## src/rtl/pipe_stage_reg.sv

```systemverilog
// Valid/ready pipeline stage register with a 2-entry skid buffer, flush and bubble injection.
// Optional stall/flush performance counters are enabled by defining STAGE_PERF_CNT_EN.
module pipe_stage_reg #(
    parameter int unsigned         PC_W        = 32,
    parameter int unsigned         DATA_W      = 32,
    parameter logic [DATA_W-1:0]   BUBBLE_INST = DATA_W'(32'h0000_0013),
    parameter int unsigned         CNT_W       = 16
) (
    input  logic              clk,
    input  logic              reset,
    input  logic              in_valid,
    output logic              in_ready,
    input  logic [PC_W-1:0]   in_pc,
    input  logic [DATA_W-1:0] in_inst,
    input  logic              in_ack,
    output logic              out_valid,
    input  logic              out_ready,
    output logic [PC_W-1:0]   out_pc,
    output logic [DATA_W-1:0] out_inst,
    output logic              out_ack,
    input  logic              stall,
    input  logic              flush
`ifdef STAGE_PERF_CNT_EN
    ,
    output logic [CNT_W-1:0]  stall_cnt,
    output logic [CNT_W-1:0]  flush_cnt
`endif
);

    logic              m_valid_q, m_valid_d;
    logic [PC_W-1:0]   m_pc_q, m_pc_d;
    logic [DATA_W-1:0] m_inst_q, m_inst_d;
    logic              m_ack_q, m_ack_d;

    logic              s_valid_q, s_valid_d;
    logic [PC_W-1:0]   s_pc_q, s_pc_d;
    logic [DATA_W-1:0] s_inst_q, s_inst_d;
    logic              s_ack_q, s_ack_d;

    logic acc;
    logic drn;

    // in_ready depends only on reset and a register, so no backpressure path from out_ready.
    assign in_ready  = reset & ~s_valid_q;
    assign acc       = in_valid & in_ready;
    assign drn       = m_valid_q & out_ready & ~stall;

    assign out_valid = m_valid_q;
    assign out_pc    = m_pc_q;
    assign out_inst  = m_valid_q ? m_inst_q : BUBBLE_INST;
    assign out_ack   = m_valid_q & m_ack_q;

    always_comb begin
        m_valid_d = m_valid_q;
        m_pc_d    = m_pc_q;
        m_inst_d  = m_inst_q;
        m_ack_d   = m_ack_q;
        s_valid_d = s_valid_q;
        s_pc_d    = s_pc_q;
        s_inst_d  = s_inst_q;
        s_ack_d   = s_ack_q;

        if (!reset) begin
            m_valid_d = 1'b0;
            m_pc_d    = '0;
            m_inst_d  = '0;
            m_ack_d   = 1'b0;
            s_valid_d = 1'b0;
            s_pc_d    = '0;
            s_inst_d  = '0;
            s_ack_d   = 1'b0;
        end else if (flush) begin
            // Payload registers keep their contents; only the valid bits are killed.
            m_valid_d = 1'b0;
            s_valid_d = 1'b0;
        end else if (!m_valid_q || drn) begin
            if (s_valid_q) begin
                m_valid_d = 1'b1;
                m_pc_d    = s_pc_q;
                m_inst_d  = s_inst_q;
                m_ack_d   = s_ack_q;
                s_valid_d = 1'b0;
            end else if (acc) begin
                m_valid_d = 1'b1;
                m_pc_d    = in_pc;
                m_inst_d  = in_inst;
                m_ack_d   = in_ack;
            end else begin
                m_valid_d = 1'b0;
            end
        end else if (acc) begin
            s_valid_d = 1'b1;
            s_pc_d    = in_pc;
            s_inst_d  = in_inst;
            s_ack_d   = in_ack;
        end
    end

    always_ff @(posedge clk) begin
        m_valid_q <= m_valid_d;
        m_pc_q    <= m_pc_d;
        m_inst_q  <= m_inst_d;
        m_ack_q   <= m_ack_d;
        s_valid_q <= s_valid_d;
        s_pc_q    <= s_pc_d;
        s_inst_q  <= s_inst_d;
        s_ack_q   <= s_ack_d;
    end

`ifdef STAGE_PERF_CNT_EN
    logic [CNT_W-1:0] stall_cnt_q, stall_cnt_d;
    logic [CNT_W-1:0] flush_cnt_q, flush_cnt_d;

    // Both counters saturate at all-ones instead of wrapping.
    always_comb begin
        stall_cnt_d = stall_cnt_q;
        flush_cnt_d = flush_cnt_q;
        if (!reset) begin
            stall_cnt_d = '0;
            flush_cnt_d = '0;
        end else begin
            if (m_valid_q && !(out_ready && !stall) && !(&stall_cnt_q)) begin
                stall_cnt_d = stall_cnt_q + CNT_W'(1);
            end
            if (flush && !(&flush_cnt_q)) begin
                flush_cnt_d = flush_cnt_q + CNT_W'(1);
            end
        end
    end

    always_ff @(posedge clk) begin
        stall_cnt_q <= stall_cnt_d;
        flush_cnt_q <= flush_cnt_d;
    end

    assign stall_cnt = stall_cnt_q;
    assign flush_cnt = flush_cnt_q;
`endif

endmodule
```

## config.mk

```make
export PLATFORM = sky130hd
export DESIGN_NAME = pipe_stage_reg
export DESIGN_NICKNAME = d
export VERILOG_FILES = /design/src/rtl/pipe_stage_reg.sv
export SDC_FILE = /design/constraint.sdc
export NUM_CORES = 1
export LEC_CHECK = 0
export ABC_AREA = 1
export CORE_MARGIN = 2
export CORE_UTILIZATION = 49
export DETAILED_ROUTE_END_ITERATION = 6
export HOLD_SLACK_MARGIN = 0.02
export PLACE_DENSITY = 0.77
export SLEW_MARGIN = 20
export SYNTH_ARGS = -nofsm -noshare
export SYNTH_HDL_FRONTEND = slang
export SYNTH_SLANG_ARGS = --single-unit
```

## constraint.sdc

```tcl
create_clock -name clk -period 1.9 [get_ports clk]
set_clock_uncertainty 0.15 [all_clocks]
set_input_delay 0.38 -clock clk [delete_from_list [all_inputs] [get_ports clk]]
set_output_delay 0.38 -clock clk [all_outputs]
set_load 0.02 [all_outputs]
```

==> flow_metrics.tcl <==
set metrics [dict create \
    status "finished clean" \
    row_count 41 \
    ys_types 18 \
    synth_edf_count 0 \
    hold_buffers 0 \
    synth_top_area_share_pct 41.5 \
    synth_top_cell_by_area "dfxtp_1" \
    grtUsageMet1_pct 27.1 \
    gp_congestion 0.746 \
    grtUsageTotal_pct 22.2 \
    busiest_layer "met2" \
    holdWs_ns 0.138 \
    numClockSinks 132 \
    clk-insertion-delay-late_ns 0.41 \
    fp.dieArea_mm2 0.0139 \
    syn2layout_area_growth_pct 32.9 \
    r2r_slack_ns 0.23 \
    r2r_cells 6 \
    min_path_type "input pin to register" \
    crit_slowest_cell "dfxtp_4" \
    grt_pass1_vias 5467 \
    cp_slowest_stage_delay_ns 0.40 \
    postCtsSetupBuffers 0 \
    cap_violations 0 \
    io_buffers 137 \
    cp-end-kind "primary output" \
    ys_seq_elements 132 \
    routed-via-count 5984 \
    fin_nets 1183 \
    drcViolationCount 0 \
    grt_start_max_net_pins 132 \
    fin_crit_ns 1.84 \
    grt_use_met3_pct 6.15 \
    p_leak_nw 4.22 \
    netlist_instances 996 \
    synthFlopType "dfxtp_1" \
    io_pins 138 \
    synthArstFlopShare_pct 0 \
    critical-path-top-delay-family "buffers and inverters" \
    drt_iter0_drc 457 \
    cts.clk_slew.worst_paths_ns 0.05 \
    path_buf_inv 3 \
    cp-endpoint "out_inst[12]" \
    cts_root_buf "clkbuf_16" \
    cts_buffers 17 \
    drt_wl_total_um 14800 \
    avgRoutedWirePerCell_um 11.4 \
    ant_nets 0 \
    syn_nets 1067 \
    power_density_mw_per_mm2 793 \
    tns_ns 0 \
    firstDrtPassIters 4 \
    reg2reg_from "s_valid_q" \
    antenna_found_initial 0 \
    path_depth 4 \
    drt-vias-per-instance 4.62 \
    grt_setup_unrepaired "yes" \
    setup_viol 0 \
    required_ns 1.37 \
    yosysMostFrequentCell "nand2_1" \
    fmax_ghz 0.542 \
    nFillCells 1124 \
    slew_headroom_pct 55.9 \
    synth_common_cells "nand2_1 (294), nor2_1 (263), dfxtp_1 (132)" \
    hpwl_um 9280 \
    grt_pass1_wl_um 25500 \
    period_share_pct 97.1 \
    core_area_mm2 0.0127 \
    path_cells "buf_8, nand2_1, inv_1, clkdlybuf4s15_2" \
    startpoint "out_valid" \
    arrival_ns 1.31 \
    tightest_slew_ns 0.661 \
    syn_area_mm2 0.00637 \
    utilization_pct 66.8 \
    cts_tree "yes" \
    die_x_um 118 \
    antenna_cells 0 \
    chipHeight_um 118 \
    yosysWarnings 0 \
    htree_levels 4 \
    vdd_drop_max_mv 0.644 \
    startpoint_type "register" \
    timing.rr.end "m_inst_q[8]" \
    grt_overflow 0 \
    syn_area_per_cell_um2 6.39 \
    crit_fanout 11 \
    fin_total_pwr_mw 6.71 \
    hold_viol_final 0 \
    seq_area_frac_synth_pct 41.5 \
    final_layout_size_suffix_gt1_share_pct 8.90 \
    yosys-top-cells-area "dfxtp_1 (42%), nand2_1 (17%), nor2_1 (16%), o21a_1 (7.7%), inv_1 (5.8%)" \
    grtUsageMet2_pct 37.0 \
    clockBufferDepth 2 \
    slew_violations 0 \
    criticalPathCategory "register to primary output" \
    start_util_pct 50.2 \
]
## worst min-delay path: stages
cell and delay [ns]:
buf_4 0.13, inv_2 0.07, o31ai_1 0.07
## how the worst min path moves through the flow
stage | end | cells after the start | slack, ns | from
after floorplan | m_inst_q[0] | 2 | 0.30 | m_inst_q[0]
after global placement | m_inst_q[0] | 2 | 0.30 | m_inst_q[0]
after detailed placement | m_inst_q[0] | 2 | 0.32 | m_inst_q[0]
after CTS | out_valid | 3 | 0.12 | reset
after global routing | out_valid | 3 | 0.14 | reset
final | out_valid | 3 | 0.14 | reset
## metal layers
layer  share of wire [%]  routed length (µm)
met1                  44                6490
met2                  49                7170
met3                 5.5                 806
met4                 2.0                 301
met5                   0                   0
## what timing repair did
| item | CTS | global route |
|---|---|---|
| gates resized for setup | 116 | 40 |
| gates cloned | 0 | 0 |
| pin swaps | 0 | 0 |
| endpoints found under the setup margin | 48 | 44 |
## sequential cells by signal, indices dropped and copies added (netlist names)
register / count
m_ack_q: 1
m_inst_q: 32
out_pc: 32
out_valid: 1
s_ack_q: 1
s_inst_q: 32
s_pc_q: 32
s_valid_q: 1
## cell usage in the layout, fill, tap and decap left out, drive strengths merged
cell type,n
a21oi,1
buf,49
bufinv,1
clkbuf,31
clkdlybuf4s15,9
clkdlybuf4s50,69
clkinv,3
dfxtp,132
dlygate4sd2,16
dlymetal6s2s,19
inv,99
nand2,294
nand3,66
nand4,1
nor2,265
o21a,65
o31ai,1
or2,3
## cell families (layout without fill, tap and decap cells)
| group | Yosys count | after routing | share of synthesized area [%] |
|---|---|---|---|
| buf+inv | 168 | 296 | 11.9 |
| compound gates | 67 | 67 | 7.92 |
| flops | 132 | 132 | 41.5 |
| simple gates | 629 | 629 | 38.7 |
## per-stage QoR
stage	setup WS [ns]	area, µm²	instances
finish	0.0554	8460	1296
CTS	0.000544	8530	1296
global route	-0.0136	8460	1296
floorplan	0.275	6370	996
detailed placement	-0.150	7960	1265
global placement	-0.112	7960	1265
## layout make-up
cell class / instances / area [µm²] / share of cell area, %
tap: 172 / 215 / 2.54
timing repair buffer: 166 / 1680 / 19.8
sequential: 132 / 2650 / 31.3
inverter: 99 / 372 / 4.39
clock buffer: 27 / 513 / 6.06
clock inverter: 4 / 45.0 / 0.532
multi-input combinational: 696 / 2990 / 35.3
## power breakdown
| group | switching, mW | internal [mW] | leakage (nW) |
|---|---|---|---|
| logic | 0.381 | 0.374 | 2.87 |
| clock network | 1.10 | 1.96 | 0.277 |
| registers | 0.0414 | 2.85 | 1.07 |
| total | 1.52 | 5.19 | 4.22 |
Note: power is estimated with default switching activity, not from simulation.
==> RTL change, RTL diff (same settings) <==
Build with the macro `STAGE_PERF_CNT_EN` defined.
--- a/src/rtl/pipe_stage_reg.sv
+++ b/src/rtl/pipe_stage_reg.sv
@@ -1,5 +1,7 @@
 // Valid/ready pipeline stage register with a 2-entry skid buffer, flush and bubble injection.
 // Optional stall/flush performance counters are enabled by defining STAGE_PERF_CNT_EN.
+`define STAGE_PERF_CNT_EN
+
 module pipe_stage_reg #(
     parameter int unsigned         PC_W        = 32,
     parameter int unsigned         DATA_W      = 32,
Check against the original RTL (old outputs only; new: flush_cnt and stall_cnt): equivalent (equiv_simple and equiv_induct, registers matched by name and starting in step).
==> RTL change against the original RTL <==
- non-clock buffer count increased by 43
- via count increased by 17%
- worst setup slack got worse by 0.0073 ns
- final cell count increased by 6.0%
- sequential cell count increased by 32
- power increased by 17%
- die area increased by 16%
- critical path depth unchanged
- first-iteration DRC count increased by 19%
- synthesized area increased by 16%
- final area increased by 17%
- routed wire length increased by 32%
- critical endpoint is now out_inst[0]
- highest routed layer unchanged
==> RTL change: results (changes against the original RTL) <==
Outcome
  – Outcome: completed

Finish
  – Fillers: 1259 (+12%)
  – Layout cells sized above 1: 15.9% (+7.0 points)
  – Layout Cells excl Fill: 1374 (+6.0%)
  – Final nets: 1250 (+5.7%)
  – Final Cell Area: 9920 µm² (+17%)

Placed design
  – Placer Congestion: 0.888 (+19%)
  – Post-placement setup slack: -0.127 ns (+0.0230 ns)
  – DP HPWL: 12700 µm (+37%)
  – Placed Area: 9380 µm² (+18%)
  – Port buffer count: 169 (+23%)

Drt
  – M1 wire length: 8740 µm (+35%)
  – DR WL met3: 1330 µm (+65%)
  – WL final: 19500 µm (+32%)
  – Routed wl met2: 9050 µm (+26%)
  – Drt first pass iters: 5 (+1)
  – Routed vias: 6988 (+17%)
  – DR iter-0 viols: 544 (+19%)

CTS
  – Setup Fix Bufs, Post-CTS: 1 (+1)
  – PostCTS Resize Cnt: 192 (+66%)

GRT
  – GR Util met3: 5.95% (-0.21 points)
  – Total global-route track usage: 24.5% (+2.3 points)
  – Vias in the first global route: 6705 (+23%)
  – Met1 Usage GRT: 31.9% (+4.8 points)

Power
  – Peak VDD IR: 0.591 mV (-8.2%)
  – Leak Pwr: 4.29 nW (+1.6%)
  – Switch share: 22.1% (-0.65 points)

Synth
  – Synthesized net count: 1083 (+1.5%)
  – Largest cells by area after synthesis: dfxtp_1 (44%), nand2_1 (12%), nor2_1 (11%)
  – Post-synthesis area per instance: 7.34 µm² (+15%)
  – Top post-synthesis cells by count: nand2_1 (241), nor2_1 (217), dfxtp_1 (164)

STA
  – Worst slew pin tran: 0.754 ns (+0.0932 ns)

Min path
  – Worst hold path class: register to register

Worst setup path
  – Crit path max fanout: 4 (-7)
[RTL change: changes by cell type after synthesis, sizes merged, moves of 5 or more]
cell	unedited run	this run
mux2	0	65
nor2	265	219
dfxtp	132	164
buf	55	39
a21oi	1	94
nand4	1	6
o21a	65	0
nand2	294	242
inv	99	52
o21ai	0	65
nand3	66	35
clkbuf	14	22
[RTL change: area by class of cell]
cell class	instances	area [µm²]	share of cell area, %
flip-flops and latches	164	3290	33.2
inverters	52	195	1.97
clock inverters	8	120	1.21
well taps	184	230	2.32
multi-input cells	733	3590	36.2
clock buffers	24	512	5.16
repair buffers	209	1990	20.0
[RTL change: kinds of logic (layout without fill, tap and decap cells)]
group	after synthesis	count (layout)	synth area share, %
simple gates	506	506	26.9
flops	164	164	44.3
compound gates	160	160	11.0
buf+inv	113	293	7.61
mux	65	65	9.87
fa+ha+maj	2	2	0.337
[RTL change: final timing paths]
kind	start	endpoint	slack, ns	cells after the start
min reg2reg	out_pc[21]	out_pc[21]	0.31	2
max	out_valid	out_inst[0]	0.05	4
max reg2reg	stall_cnt[0]	stall_cnt[8]	0.24	9
min	out_pc[21]	out_pc[21]	0.31	2
[RTL change: critical path: stages, from the launching register on]
cell     delay (ns)
dfxtp_4        0.38
buf_6          0.10
inv_2          0.05
or2_4          0.23
buf_6          0.13
[RTL change: power by group through the flow]
stage / clock network, W / logic, W / registers, W
global placement: 0 / 0.000672 / 0.00361
floorplan: 0 / 0.000307 / 0.00364
finish: 0.00363 / 0.000679 / 0.00354
CTS: 0.00367 / 0.000676 / 0.00354
global route: 0.00382 / 0.000743 / 0.00355
detailed placement: 0 / 0.000679 / 0.00361
